**src/rtl/a2d_conv_sched_if.sv**
```systemverilog
// SPI monarch handshake between the A2D conversion scheduler and the SPI engine.
// master = scheduler side, slave = SPI engine side.
interface a2d_conv_sched_if;
  logic        spi_wrt;
  logic [15:0] spi_cmd;
  logic        spi_done;
  logic [15:0] spi_rd;

  modport master (output spi_wrt, output spi_cmd, input spi_done, input spi_rd);
  modport slave  (input spi_wrt, input spi_cmd, output spi_done, output spi_rd);
endinterface

```
**src/rtl/a2d_conv_sched.sv**
```systemverilog
// Round-robin ADC128S conversion scheduler: each request runs a select + read
// SPI transaction pair and latches the 12-bit result into a per-channel register.
module a2d_conv_sched #(
  parameter logic [2:0] LFT_CH  = 3'd0,
  parameter logic [2:0] RGHT_CH = 3'd4,
  parameter logic [2:0] BATT_CH = 3'd5,
  parameter int         TMO_CYC = 2048,
  parameter int         GAP_CYC = 2
) (
  input  logic                    clk,
  input  logic                    rst,
  input  logic                    nxt,
  a2d_conv_sched_if.master        spi,
  output logic [11:0]             lft_ld,
  output logic [11:0]             rght_ld,
  output logic [11:0]             batt,
  output logic                    vld,
  output logic [1:0]              vld_ch,
  output logic                    busy,
  output logic                    tmo_err
);
  localparam int TW = $clog2(TMO_CYC + 1);
  localparam int GW = $clog2(GAP_CYC + 1);

  typedef enum logic [1:0] {IDLE, CMD_WAIT, GAP, RD_WAIT} state_t;

  state_t         state_reg, state_next;
  logic [1:0]     ptr_reg, ptr_next, ptr_adv;
  logic           pend_reg, pend_next;
  logic           wrt_reg, wrt_next;
  logic [15:0]    cmd_reg, cmd_next;
  logic           vld_reg, vld_next;
  logic [1:0]     vld_ch_reg, vld_ch_next;
  logic           tmo_err_reg, tmo_err_next;
  logic [TW-1:0]  tmo_cnt_reg, tmo_cnt_next;
  logic [GW-1:0]  gap_cnt_reg, gap_cnt_next;
  logic [2:0]     res_we;
  logic [2:0]     ch_sel;
  logic           tmo_hit;
  logic [2:0][11:0] res_val;
  logic           rd_unused;

  // Upper nibble of the ADC frame carries no data.
  assign rd_unused = ^spi.spi_rd[15:12];

  always_comb begin
    ch_sel = LFT_CH;
    case (ptr_reg)
      2'd1:    ch_sel = RGHT_CH;
      2'd2:    ch_sel = BATT_CH;
      default: ch_sel = LFT_CH;
    endcase
  end

  assign ptr_adv = (ptr_reg == 2'd2) ? 2'd0 : ptr_reg + 2'd1;
  assign tmo_hit = (tmo_cnt_reg == TW'(TMO_CYC - 1));

  always_comb begin
    state_next   = state_reg;
    ptr_next     = ptr_reg;
    pend_next    = pend_reg;
    wrt_next     = 1'b0;
    cmd_next     = cmd_reg;
    vld_next     = 1'b0;
    vld_ch_next  = vld_ch_reg;
    tmo_err_next = tmo_err_reg;
    tmo_cnt_next = tmo_cnt_reg;
    gap_cnt_next = gap_cnt_reg;
    res_we       = 3'b000;

    if (nxt && state_reg != IDLE) pend_next = 1'b1;

    case (state_reg)
      IDLE: begin
        if (nxt || pend_reg) begin
          wrt_next     = 1'b1;
          cmd_next     = {2'b00, ch_sel, 11'h000};
          pend_next    = 1'b0;
          tmo_cnt_next = '0;
          state_next   = CMD_WAIT;
        end
      end
      CMD_WAIT: begin
        if (spi.spi_done) begin
          gap_cnt_next = GW'(GAP_CYC);
          state_next   = GAP;
        end else if (tmo_hit) begin
          tmo_err_next = 1'b1;
          ptr_next     = ptr_adv;
          state_next   = IDLE;
        end else begin
          tmo_cnt_next = tmo_cnt_reg + TW'(1);
        end
      end
      GAP: begin
        // Counter reaches zero on the edge that launches the read, leaving GAP_CYC idle cycles.
        if (gap_cnt_reg <= GW'(1)) begin
          gap_cnt_next = '0;
          wrt_next     = 1'b1;
          tmo_cnt_next = '0;
          state_next   = RD_WAIT;
        end else begin
          gap_cnt_next = gap_cnt_reg - GW'(1);
        end
      end
      RD_WAIT: begin
        if (spi.spi_done) begin
          res_we      = 3'b001 << ptr_reg;
          vld_next    = 1'b1;
          vld_ch_next = ptr_reg;
          ptr_next    = ptr_adv;
          state_next  = IDLE;
        end else if (tmo_hit) begin
          tmo_err_next = 1'b1;
          ptr_next     = ptr_adv;
          state_next   = IDLE;
        end else begin
          tmo_cnt_next = tmo_cnt_reg + TW'(1);
        end
      end
      default: state_next = IDLE;
    endcase
  end

  always_ff @(posedge clk) begin
    if (rst) begin
      state_reg   <= IDLE;
      ptr_reg     <= 2'd0;
      pend_reg    <= 1'b0;
      wrt_reg     <= 1'b0;
      cmd_reg     <= 16'h0000;
      vld_reg     <= 1'b0;
      vld_ch_reg  <= 2'd0;
      tmo_err_reg <= 1'b0;
      tmo_cnt_reg <= '0;
      gap_cnt_reg <= '0;
    end else begin
      state_reg   <= state_next;
      ptr_reg     <= ptr_next;
      pend_reg    <= pend_next;
      wrt_reg     <= wrt_next;
      cmd_reg     <= cmd_next;
      vld_reg     <= vld_next;
      vld_ch_reg  <= vld_ch_next;
      tmo_err_reg <= tmo_err_next;
      tmo_cnt_reg <= tmo_cnt_next;
      gap_cnt_reg <= gap_cnt_next;
    end
  end

  for (genvar gi = 0; gi < 3; gi++) begin : g_res
    logic [11:0] val_reg;
    always_ff @(posedge clk) begin
      if (rst) val_reg <= 12'h000;
      else if (res_we[gi]) val_reg <= spi.spi_rd[11:0];
    end
    assign res_val[gi] = val_reg;
  end

  assign spi.spi_wrt = wrt_reg;
  assign spi.spi_cmd = cmd_reg;
  assign lft_ld      = res_val[0];
  assign rght_ld     = res_val[1];
  assign batt        = res_val[2];
  assign vld         = vld_reg;
  assign vld_ch      = vld_ch_reg;
  assign busy        = (state_reg != IDLE);
  assign tmo_err     = tmo_err_reg;
endmodule
```
**src/flat_wrapper.sv**
```systemverilog
// flat-port wrapper written by rule: the top's interface ports become plain ports
module a2d_conv_sched_flat 
#(
  parameter logic [2:0] LFT_CH  = 3'd0,
  parameter logic [2:0] RGHT_CH = 3'd4,
  parameter logic [2:0] BATT_CH = 3'd5,
  parameter int         TMO_CYC = 2048,
  parameter int         GAP_CYC = 2
)
  (clk, rst, nxt, lft_ld, rght_ld, batt, vld, vld_ch, busy, tmo_err, spi_spi_wrt, spi_spi_cmd, spi_spi_done, spi_spi_rd);
  a2d_conv_sched_if spi_i ();
  input  logic clk;
  input  logic rst;
  input  logic nxt;
  output logic [11:0] lft_ld;
  output logic [11:0] rght_ld;
  output logic [11:0] batt;
  output logic vld;
  output logic [1:0] vld_ch;
  output logic busy;
  output logic tmo_err;
  output wire logic [$bits(spi_i.spi_wrt)-1:0] spi_spi_wrt;
  output wire logic [$bits(spi_i.spi_cmd)-1:0] spi_spi_cmd;
  input wire logic [$bits(spi_i.spi_done)-1:0] spi_spi_done;
  input wire logic [$bits(spi_i.spi_rd)-1:0] spi_spi_rd;
  assign spi_spi_wrt = spi_i.spi_wrt;
  assign spi_spi_cmd = spi_i.spi_cmd;
  assign spi_i.spi_done = spi_spi_done;
  assign spi_i.spi_rd = spi_spi_rd;
  a2d_conv_sched #(.LFT_CH(LFT_CH), .RGHT_CH(RGHT_CH), .BATT_CH(BATT_CH), .TMO_CYC(TMO_CYC), .GAP_CYC(GAP_CYC)) u_core (.clk(clk), .rst(rst), .nxt(nxt), .spi(spi_i), .lft_ld(lft_ld), .rght_ld(rght_ld), .batt(batt), .vld(vld), .vld_ch(vld_ch), .busy(busy), .tmo_err(tmo_err));
endmodule
```
**config.mk**
```make
export PLATFORM = sky130hd
export DESIGN_NAME = a2d_conv_sched_flat
export DESIGN_NICKNAME = d
export VERILOG_FILES = /design/src/rtl/a2d_conv_sched_if.sv /design/src/rtl/a2d_conv_sched.sv /design/src/flat_wrapper.sv
export SDC_FILE = /design/constraint.sdc
export NUM_CORES = 1
export LEC_CHECK = 0
export BUFFER_PORTS_ARGS = -buffer_cell sky130_fd_sc_hd__buf_2
export CORE_ASPECT_RATIO = 0.75
export CORE_MARGIN = 3
export CORE_UTILIZATION = 46
export CTS_CLUSTER_SIZE = 25
export DETAILED_ROUTE_END_ITERATION = 10
export HOLD_SLACK_MARGIN = 0.03
export PLACE_DENSITY = 0.74
export RECOVER_POWER = 25
export SYNTH_ARGS = -nofsm -noshare
export SYNTH_HDL_FRONTEND = slang
export SYNTH_SLANG_ARGS = --single-unit
```
**constraint.sdc**
```tcl
create_clock -name clk -period 1.59 [get_ports clk]
set_clock_uncertainty 0.1 [all_clocks]
set_input_delay 0.3975 -clock clk [delete_from_list [all_inputs] [get_ports clk]]
set_output_delay 0.3975 -clock clk [all_outputs]
set_load 0.02 [all_outputs]
```
# --- After elaboration in Yosys (flattened, before gate mapping) ---
# Cells that the tools add are included.
classes:
  reduce_logical: 15
  n_eq_ne: 12
  addsub: 3
  mux: 29
  magnitude_cmp: 1
  bitwise_logic: 2
  n_shift: 1
op_table:
  columns: ["operator", "n"]
  rows:
  - ["$mux 12", 4]
  - ["$pmux 12 s3", 1]
  - ["$mux 2", 11]
  - ["$add 12x1->12 const B", 1]
  - ["$eq 12x11->1 const B", 1]
  - ["$reduce_and 2->1", 5]
  - ["$ne 2x2->1 const B", 4]
  - ["$pmux 2 s2", 2]
  - ["$pmux 2 s4", 1]
  - ["$eq 2x2->1 const B", 3]
  - ["$mux 1", 6]
  - ["$mux 3", 2]
  - ["$pmux 3 s2", 1]
  - ["$reduce_bool 2->1", 3]
  - ["$eq 2x1->1 const B", 2]
  - ["$ne 2x1->1 const B", 2]
  - ["$reduce_and 4->1", 1]
  - ["$reduce_or 2->1", 2]
  - ["$reduce_and 3->1", 1]
  - ["$shl 1x2->3 const A", 1]
  - ["$add 2x1->2 const B", 1]
  - ["$le 2x1->1 const B", 1]
  - ["$logic_not 2->1", 1]
  - ["$not 1->1", 2]
  - ["other kinds (4)", 4]
totals:
  regBits: 63

# --- Depth between registers and ports, before layout ---
# Gate-level depths: netlist of run 1.
logic_depth:
  depth_word: 5
  depth_mapped: 7
  ltp_nobuf: 5

# --- Least setup slack after synthesis of run 1 ---
# No wires, ideal clock.
synth_path:
  path_kind: "reg2reg"
  startpoint: "reg u_core.tmo_cnt_reg[0]"
  endpoint: "reg u_core.ptr_reg[0]"
  synth_period_minus_slack_ps: 1762
  required_time_ps: 1358
  setup_ps: 132
  path_buffers: 0
  path_stages_with_launch: 6
  path_slack_ps: -172
  arrival_ps: 1530
  path_cell_list: "dfxtp_1 > ha_1 > nand3_2 > or4_2 > nand3_1 > a21oi_1"
synth_via:
  elab_chain_len: 4
  elab_cells_between_ends: 5
synth_rtl:
  columns: ["element", "line_no", "rtl"]
  rows:
  - ["start: declaration", "a2d_conv_sched.sv:35", "logic [TW-1:0] tmo_cnt_reg, tmo_cnt_next;"]
  - ["start signal: assignment", "a2d_conv_sched.sv:146", "tmo_cnt_reg <= tmo_cnt_next;"]
  - ["$eq 12x11->1 *", "a2d_conv_sched.sv:56", "assign tmo_hit = (tmo_cnt_reg == TW'(TMO_CYC - 1));"]
  - ["$mux 2 *", null, null]
  - ["$mux 2, on equally long branches", null, null]
  - ["$pmux 2 s2 *", null, null]
  - ["end signal: assignment", "a2d_conv_sched.sv:139", "ptr_reg <= ptr_next;"]
  - ["end: declaration", "a2d_conv_sched.sv:28", "logic [1:0] ptr_reg, ptr_next, ptr_adv;"]
# Every way passes the cells marked *; elsewhere a longest branch is shown, timed or not. The select of a mux whose other input is x is not followed.
# A chain may end at the register's enable or synchronous reset.

# --- Worst setup path in the final report of run 1 ---
layout_path:
  startpoint: "reg u_core.tmo_cnt_reg[10]"
  endpoint: "reg u_core.ptr_reg[1]"
# The elaborated chain is that of the path after synthesis.

==> impl_metrics.py, run 1 <==
metrics = {
    "status": {
        "status": "finished, violations left",
        "violations": "setup timing",
    },
    "clock_network": {
        "htree_levels": 3,
        "cts_root_buf": "clkbuf_8",
        "path_clk_slew_ns": 0.07,
        "clock_sinks": 62,
        "clock_latency_ns": 0.33,
        "cts_tree": "done",
        "cts_made_buffers": 9,
        "clk_path_buf_depth": 2,
        "cts_hold_buffers": 0,
    },
    "power_and_ir_drop": {
        "p_comb_share_pct": 12.0,
        "p_leak_nw": 1.624,
        "irDropWorstVdd_v": 0.0005867,
        "sequentialPowerShare_pct": 45.1,
        "p_switching_mw": 0.8375,
        "clkPwrFrac_pct": 42.9,
        "power.share.switching_pct": 23.82,
        "power_density_nw_per_um2": 912.9,
        "p_int_mw": 2.678,
    },
    "route": {
        "avgViaCountPerCell": 5.212,
        "vias": 2705,
        "drc": 0,
        "wl_per_cell_um": 14.44,
        "first_pass_iters": 4,
        "wl_um": 7493,
        "antenna_left": 0,
        "drtIter0Drc": 205,
    },
    "die": {
        "dieHeight_um": 72.31,
        "pin_count": 78,
        "row_count": 23,
        "die_area_um2": 6826,
        "initial_utilization_pct": 49.06,
        "die_x_um": 94.41,
        "fp.coreArea_um2": 5497,
    },
    "logic_synthesis": {
        "yosys_warnings": 0,
        "synth_cells": 328,
        "synth-edff-count": 0,
        "async_reset_ff_share_pct": 0,
        "synth_area_um2": 2696,
        "avgSynthCellArea_um2": 8.221,
        "synthFlopType": "dfxtp_1",
        "yosysSeqAreaShare_pct": 46.03,
        "ys_types": 45,
        "synth_seq_cells": 62,
    },
    "worst_setup_path": {
        "crit_start": "u_core.tmo_cnt_reg[10]",
        "required_ns": 1.71,
        "r2r_cells": 5,
        "r2r-end": "u_core.ptr_reg[1]",
        "r2r_slack_ns": -0.10,
        "critical_path_class": "reg -> reg",
        "rr_startpoint": "u_core.tmo_cnt_reg[10]",
        "cp-endpoint": "u_core.ptr_reg[1]",
        "worstPathArrival_ns": 1.81,
        "timing.critical_path.slowest_stage_cell": "or4_4",
        "path_max_fanout": 4,
        "crit_chain": "nand4b_1 > buf_4 > or4_4 > nand3_2 > a21oi_2",
        "crit_path_start_kind": "flip-flop",
        "cp_slowest_stage_delay_ns": 0.54,
        "end_kind": "flip-flop",
    },
    "layout": {
        "final_area_um2": 3851,
        "diodes": 0,
        "drive_above_1_share_pct": 40.77,
        "nets": 466,
        "syn_to_final_growth_pct": 42.83,
    },
    "place": {
        "routabilityCongestion": 0.8003,
        "dpl.hpwl_um": 5044,
        "port_buffers": 59,
        "placedInstanceArea_um2": 3377,
    },
    "sta": {
        "setup_viol": 12,
        "finalHoldViolCount": 0,
        "fin_ws_ns": -0.1031,
        "finalCriticalPeriod_ns": 1.693,
        "rsz0062_at_grt": "true",
        "fmax_mhz": 590.6,
        "finalCritPeriodShare_pct": 106.5,
        "fin_setup_tns_ns": -0.5999,
        "final-max-slew-violation-count": 0,
    },
    "grt": {
        "grt_first_pass_wirelength_um": 11540,
        "grt_pass1_vias": 2441,
        "overflow": 0,
        "grt_start_max_net_pins": 41,
        "antenna_found_initial": 0,
        "track_usage_pct": 21.86,
    },
    "job": {
        "drv_cap": 0,
    },
    "min_path": {
        "hp-class": "in -> reg",
    },
}
==> layer usage <==
layer,up-vias,wire [µm],global-route usage (%)
met5,-,0,0
met4,0,61,5.769
met3,8,438,5.907
met2,77,3688,35.69
met1,1300,3306,28.84
li1,1320,-,-
==> synth_stat cells (2+ instances only) <==
| cell type | n | area, µm² |
|---|---|---|
| a21oi_1 | 53 | 265.3 |
| and2_1 | 3 | 18.77 |
| and3_1 | 3 | 18.77 |
| buf_2 | 6 | 30.03 |
| buf_4 | 15 | 112.6 |
| clkbuf_1 | 10 | 37.54 |
| dfxtp_1 | 62 | 1241 |
| ha_1 | 7 | 87.58 |
| inv_1 | 5 | 18.77 |
| mux2i_1 | 3 | 30.03 |
| nand2_1 | 87 | 326.6 |
| nand2b_1 | 4 | 25.02 |
| nand3_1 | 7 | 35.03 |
| nand4_1 | 2 | 12.51 |
| nor2_1 | 10 | 37.54 |
| nor3_1 | 2 | 10.01 |
| nor3b_1 | 2 | 15.01 |
| nor4_1 | 3 | 18.77 |
| o21ai_0 | 6 | 30.03 |
| o31ai_1 | 6 | 45.04 |
| or3_1 | 2 | 12.51 |
| or4_1 | 5 | 37.54 |
| or4_2 | 3 | 26.28 |
==> power groups by stage <==
stage	registers, mW	logic [mW]	clock network (mW)
floorplan	1.62	0.203	0
global placement	1.62	0.317	0
detailed placement	1.62	0.324	0
CTS	1.58	0.384	1.53
global route	1.59	0.451	1.59
finish	1.59	0.422	1.51
==> timing repair <==
item	CTS	global route
setup endpoints to repair	52	49
buffers inserted	6	6
pin swaps	11	18
cloned	1	0
resized for setup	29	24
==> kinds of logic (layout without fill, tap and decap cells) <==
group	Yosys count	after routing	share of synthesized area, %
flops	62	62	46.03
buf+inv	37	139	7.518
mux	3	3	1.114
compound gates	75	76	15.87
other cells	1	14	0.1391
simple gates	143	143	26.08
fa+ha+maj	7	7	3.248
==> critical path, delay by kind of cell (launching register included) <==
family | cells | cell delay (ns)
flops | 1 | 0.37
compound gates | 1 | 0.05
buf+inv | 1 | 0.22
simple gates | 3 | 0.85
==> through the flow <==
step	total power [mW]	util [%]	std cells	hold WS (ns)	setup WS, ns
2_1_floorplan	1.827	-	341	0.3649	-0.02014
3_3_place_gp	1.934	61.44	490	0.3398	-0.1691
3_5_place_dp	1.942	61.44	490	0.3433	-0.1927
4_1_cts	3.497	67.90	513	0.2099	-0.06909
5_1_grt	3.628	70.07	519	0.2208	-0.1475
6_report	3.516	70.07	519	0.2212	-0.1031
==> how the worst min path moves through the flow <==
stage	startpoint	end	slack, ns	depth (start not counted)
after floorplan	u_core.tmo_cnt_reg[10]	u_core.tmo_cnt_reg[10]	0.36	2
after global placement	u_core.lft_ld[4]	u_core.lft_ld[4]	0.34	2
after detailed placement	u_core.batt[5]	u_core.batt[5]	0.34	2
after CTS	spi_spi_rd[1]	u_core.rght_ld[1]	0.21	3
after global routing	spi_spi_rd[10]	u_core.lft_ld[10]	0.22	3
final	spi_spi_rd[1]	u_core.rght_ld[1]	0.22	3
==> layout by cell type (no fill, tap or decap), drive strengths merged, types with 4 or more instances in the layout <==
cell type,instances
o21ai,6
buf,118
dfxtp,62
or4,8
ha,7
conb,14
nor4,4
nor2,10
and2,4
o31ai,6
a21oi,56
clkbuf,12
nand2,87
nand2b,4
inv,5
nand3,8
==> final cells by class <==
class	instances	area (µm²)
Fill cell	431	1645
Inverter	5	18.77
Timing Repair Buffer	118	808.3
Multi-Input combinational cell	243	1463
Sequential cell	62	1252
Tap cell	75	93.84
Clock buffer	12	145.1
Clock inverter	4	70.07
Note: power is estimated with default switching activity, not from simulation.
==> run 2, diff against run 1 <==
--- a/config.mk
+++ b/config.mk
@@ -6,13 +6,14 @@
 export NUM_CORES = 1
 export LEC_CHECK = 0
 export BUFFER_PORTS_ARGS = -buffer_cell sky130_fd_sc_hd__buf_2
+export CAP_MARGIN = 10
 export CORE_ASPECT_RATIO = 0.75
 export CORE_MARGIN = 3
-export CORE_UTILIZATION = 46
-export CTS_CLUSTER_SIZE = 25
+export CORE_UTILIZATION = 55
+export CTS_CLUSTER_SIZE = 14
 export DETAILED_ROUTE_END_ITERATION = 10
 export HOLD_SLACK_MARGIN = 0.03
-export PLACE_DENSITY = 0.74
+export PLACE_DENSITY = 0.83
 export RECOVER_POWER = 25
 export SYNTH_ARGS = -nofsm -noshare
 export SYNTH_HDL_FRONTEND = slang
==> constraint.sdc (replaced) <==
create_clock -name clk -period 2.15 [get_ports clk]
set_clock_uncertainty 0.1 [all_clocks]
set_input_delay 0.5375 -clock clk [delete_from_list [all_inputs] [get_ports clk]]
set_output_delay 0.5375 -clock clk [all_outputs]
set_load 0.02 [all_outputs]
==> run 2 against run 1 <==
Against the previous run: the run now ends clean; setup slack better by 0.30 ns; die area down 15%; final cell count down 14%; combinational power down 58%; worst hold slack better by 0.13 ns; design area down 18%; via count down 13%; fmax down 13%; first-iteration DRC count down 6.3%; critical endpoint is now u_core.tmo_cnt_reg[3].
==> impl_metrics.py, run 2 (same netlist as run 1, synthesis figures left out) <==
metrics = {
    "worst_setup_path": {
        "critical_path_class": "reg -> reg",
        "r2r_slack_ns": 0.20,
        "path_max_fanout": 18,
        "required_ns": 2.32,
        "r2r_cells": 6,
        "rr_startpoint": "u_core.tmo_cnt_reg[0]",
        "r2r-end": "u_core.tmo_cnt_reg[3]",
        "end_kind": "flip-flop",
        "worstPathArrival_ns": 2.12,
        "crit_path_start_kind": "flip-flop",
        "crit_start": "u_core.tmo_cnt_reg[0]",
    },
    "die": {
        "fp.coreArea_um2": 4598,
        "pin_count": 78,
        "initial_utilization_pct": 58.64,
        "dieHeight_um": 66.64,
        "row_count": 21,
        "die_x_um": 86.85,
        "die_area_um2": 5787,
    },
    "clock_network": {
        "htree_levels": 3,
        "cts_root_buf": "clkbuf_8",
        "clock_sinks": 62,
        "cts_hold_buffers": 0,
        "ctsResizeCount": 0,
        "cts_setup_buffers": 0,
        "clk_path_buf_depth": 2,
        "cts_made_buffers": 9,
        "clock_latency_ns": 0.33,
        "path_clk_slew_ns": 0.06,
        "cts_tree": "done",
    },
    "grt": {
        "track_usage_pct": 22.08,
        "grt_start_max_net_pins": 45,
        "grt_first_pass_wirelength_um": 9839,
        "overflow": 0,
        "grt_pass1_vias": 2102,
        "antenna_found_initial": 0,
    },
    "route": {
        "antenna_left": 0,
        "first_pass_iters": 4,
        "wl_um": 6022,
        "drc": 0,
        "wl_per_cell_um": 13.44,
        "drtIter0Drc": 192,
        "avgViaCountPerCell": 5.268,
        "vias": 2360,
    },
    "min_path": {
        "hold_end": "u_core.lft_ld[11]",
        "worstHoldStart": "u_core.lft_ld[11]",
        "whs_path_depth": 2,
        "hp-class": "reg -> reg",
    },
    "sta": {
        "finalCritPeriodShare_pct": 90.76,
        "finalCriticalPeriod_ns": 1.951,
        "final-max-slew-violation-count": 0,
        "finalHoldViolCount": 0,
        "fmax_mhz": 512.5,
        "fin_ws_ns": 0.1987,
        "setup_viol": 0,
        "fin_setup_tns_ns": 0,
        "rsz0062_at_grt": "false",
    },
    "layout": {
        "mostFrequentLayoutCells": "nand2_1, dfxtp_1, a21oi_1, buf_2, clkbuf_1",
        "regArea_um2": 1241,
        "nets": 413,
        "multi_input_area_um2": 1301,
        "final_common_cell": "nand2_1",
        "syn_to_final_growth_pct": 17.40,
        "drive_above_1_share_pct": 17.39,
        "diodes": 0,
        "fillCellCount": 393,
    },
    "place": {
        "port_buffers": 59,
        "dpl.hpwl_um": 4357,
        "post-place-ws_ns": 0.2236,
        "routabilityCongestion": 0.8185,
    },
    "power_and_ir_drop": {
        "power.share.switching_pct": 23.71,
        "p_total_mw": 2.380,
        "p_comb_share_pct": 7.5,
        "clkPwrFrac_pct": 42.9,
        "sequentialPowerShare_pct": 49.6,
        "irDropWorstVdd_v": 0.0004687,
        "p_leak_nw": 1.203,
        "power_density_nw_per_um2": 751.7,
        "p_int_mw": 1.815,
        "p_switching_mw": 0.5642,
    },
    "status": {
        "status": "complete, no violations",
    },
    "job": {
        "drv_cap": 0,
    },
}
==> run 2: changes by cell type in the layout (fill, tap and decap cells not counted), sizes merged <==
cell / delta
bufinv: -1
a21oi: -1
clkinvlp: +1
clkbuf: +24
clkinv: -1
buf: -75
==> run 2: power groups by stage <==
stage | clock, mW | sequential (mW) | combinational, mW
3_3_place_gp | 0 | 1.20 | 0.173
5_1_grt | 1.10 | 1.18 | 0.194
4_1_cts | 1.05 | 1.18 | 0.177
2_1_floorplan | 0 | 1.20 | 0.139
6_report | 1.02 | 1.18 | 0.178
3_5_place_dp | 0 | 1.21 | 0.176
==> run 2: how the worst max path moves through the flow <==
stage,endpoint,slack (ns),cells past startpoint
4_1_cts,busy,0.20,3
6_report,u_core.tmo_cnt_reg[3],0.20,6
5_1_grt,u_core.lft_ld[0],0.09,4
3_3_place_gp,u_core.tmo_cnt_reg[3],0.24,6
2_1_floorplan,u_core.tmo_cnt_reg[11],0.35,5
3_5_place_dp,u_core.tmo_cnt_reg[3],0.22,6
==> run 2: layout make-up <==
type / count / area share [%]
Clock buffer: 13 / 5.020
Clock inverter: 3 / 1.344
Inverter: 5 / 0.5929
Multi-Input combinational cell: 242 / 41.11
Sequential cell: 62 / 39.21
Tap cell: 57 / 2.253
Timing Repair Buffer: 66 / 10.47
==> run 2: per-stage QoR <==
stage	utilization, %	std cells	area, µm²	hold slack [ns]
floorplan	-	341	2745	0.3605
detailed placement	65.09	432	2993	0.3454
finish	68.84	448	3166	0.3545
global route	68.84	448	3166	0.3499
global placement	65.09	432	2993	0.3389
CTS	69.47	448	3194	0.3419
==> run 2: critical path: stages (launching register included) <==
cell and delay, ns:
dfxtp_1 0.35, ha_1 0.27, nand3_2 0.16, nor4_4 0.07, buf_12 0.15, or4_2 0.63
a21oi_1 0.15
==> run 2: layer usage <==
metal	track usage, %	part of all wire, %	vias to the layer above	routed length, µm
met3	7.293	7.6	10	456
met5	0	0	-	0
met2	30.97	44	72	2628
met1	30.89	47	1070	2858
li1	-	-	1208	-
met4	8.755	1.3	0	78
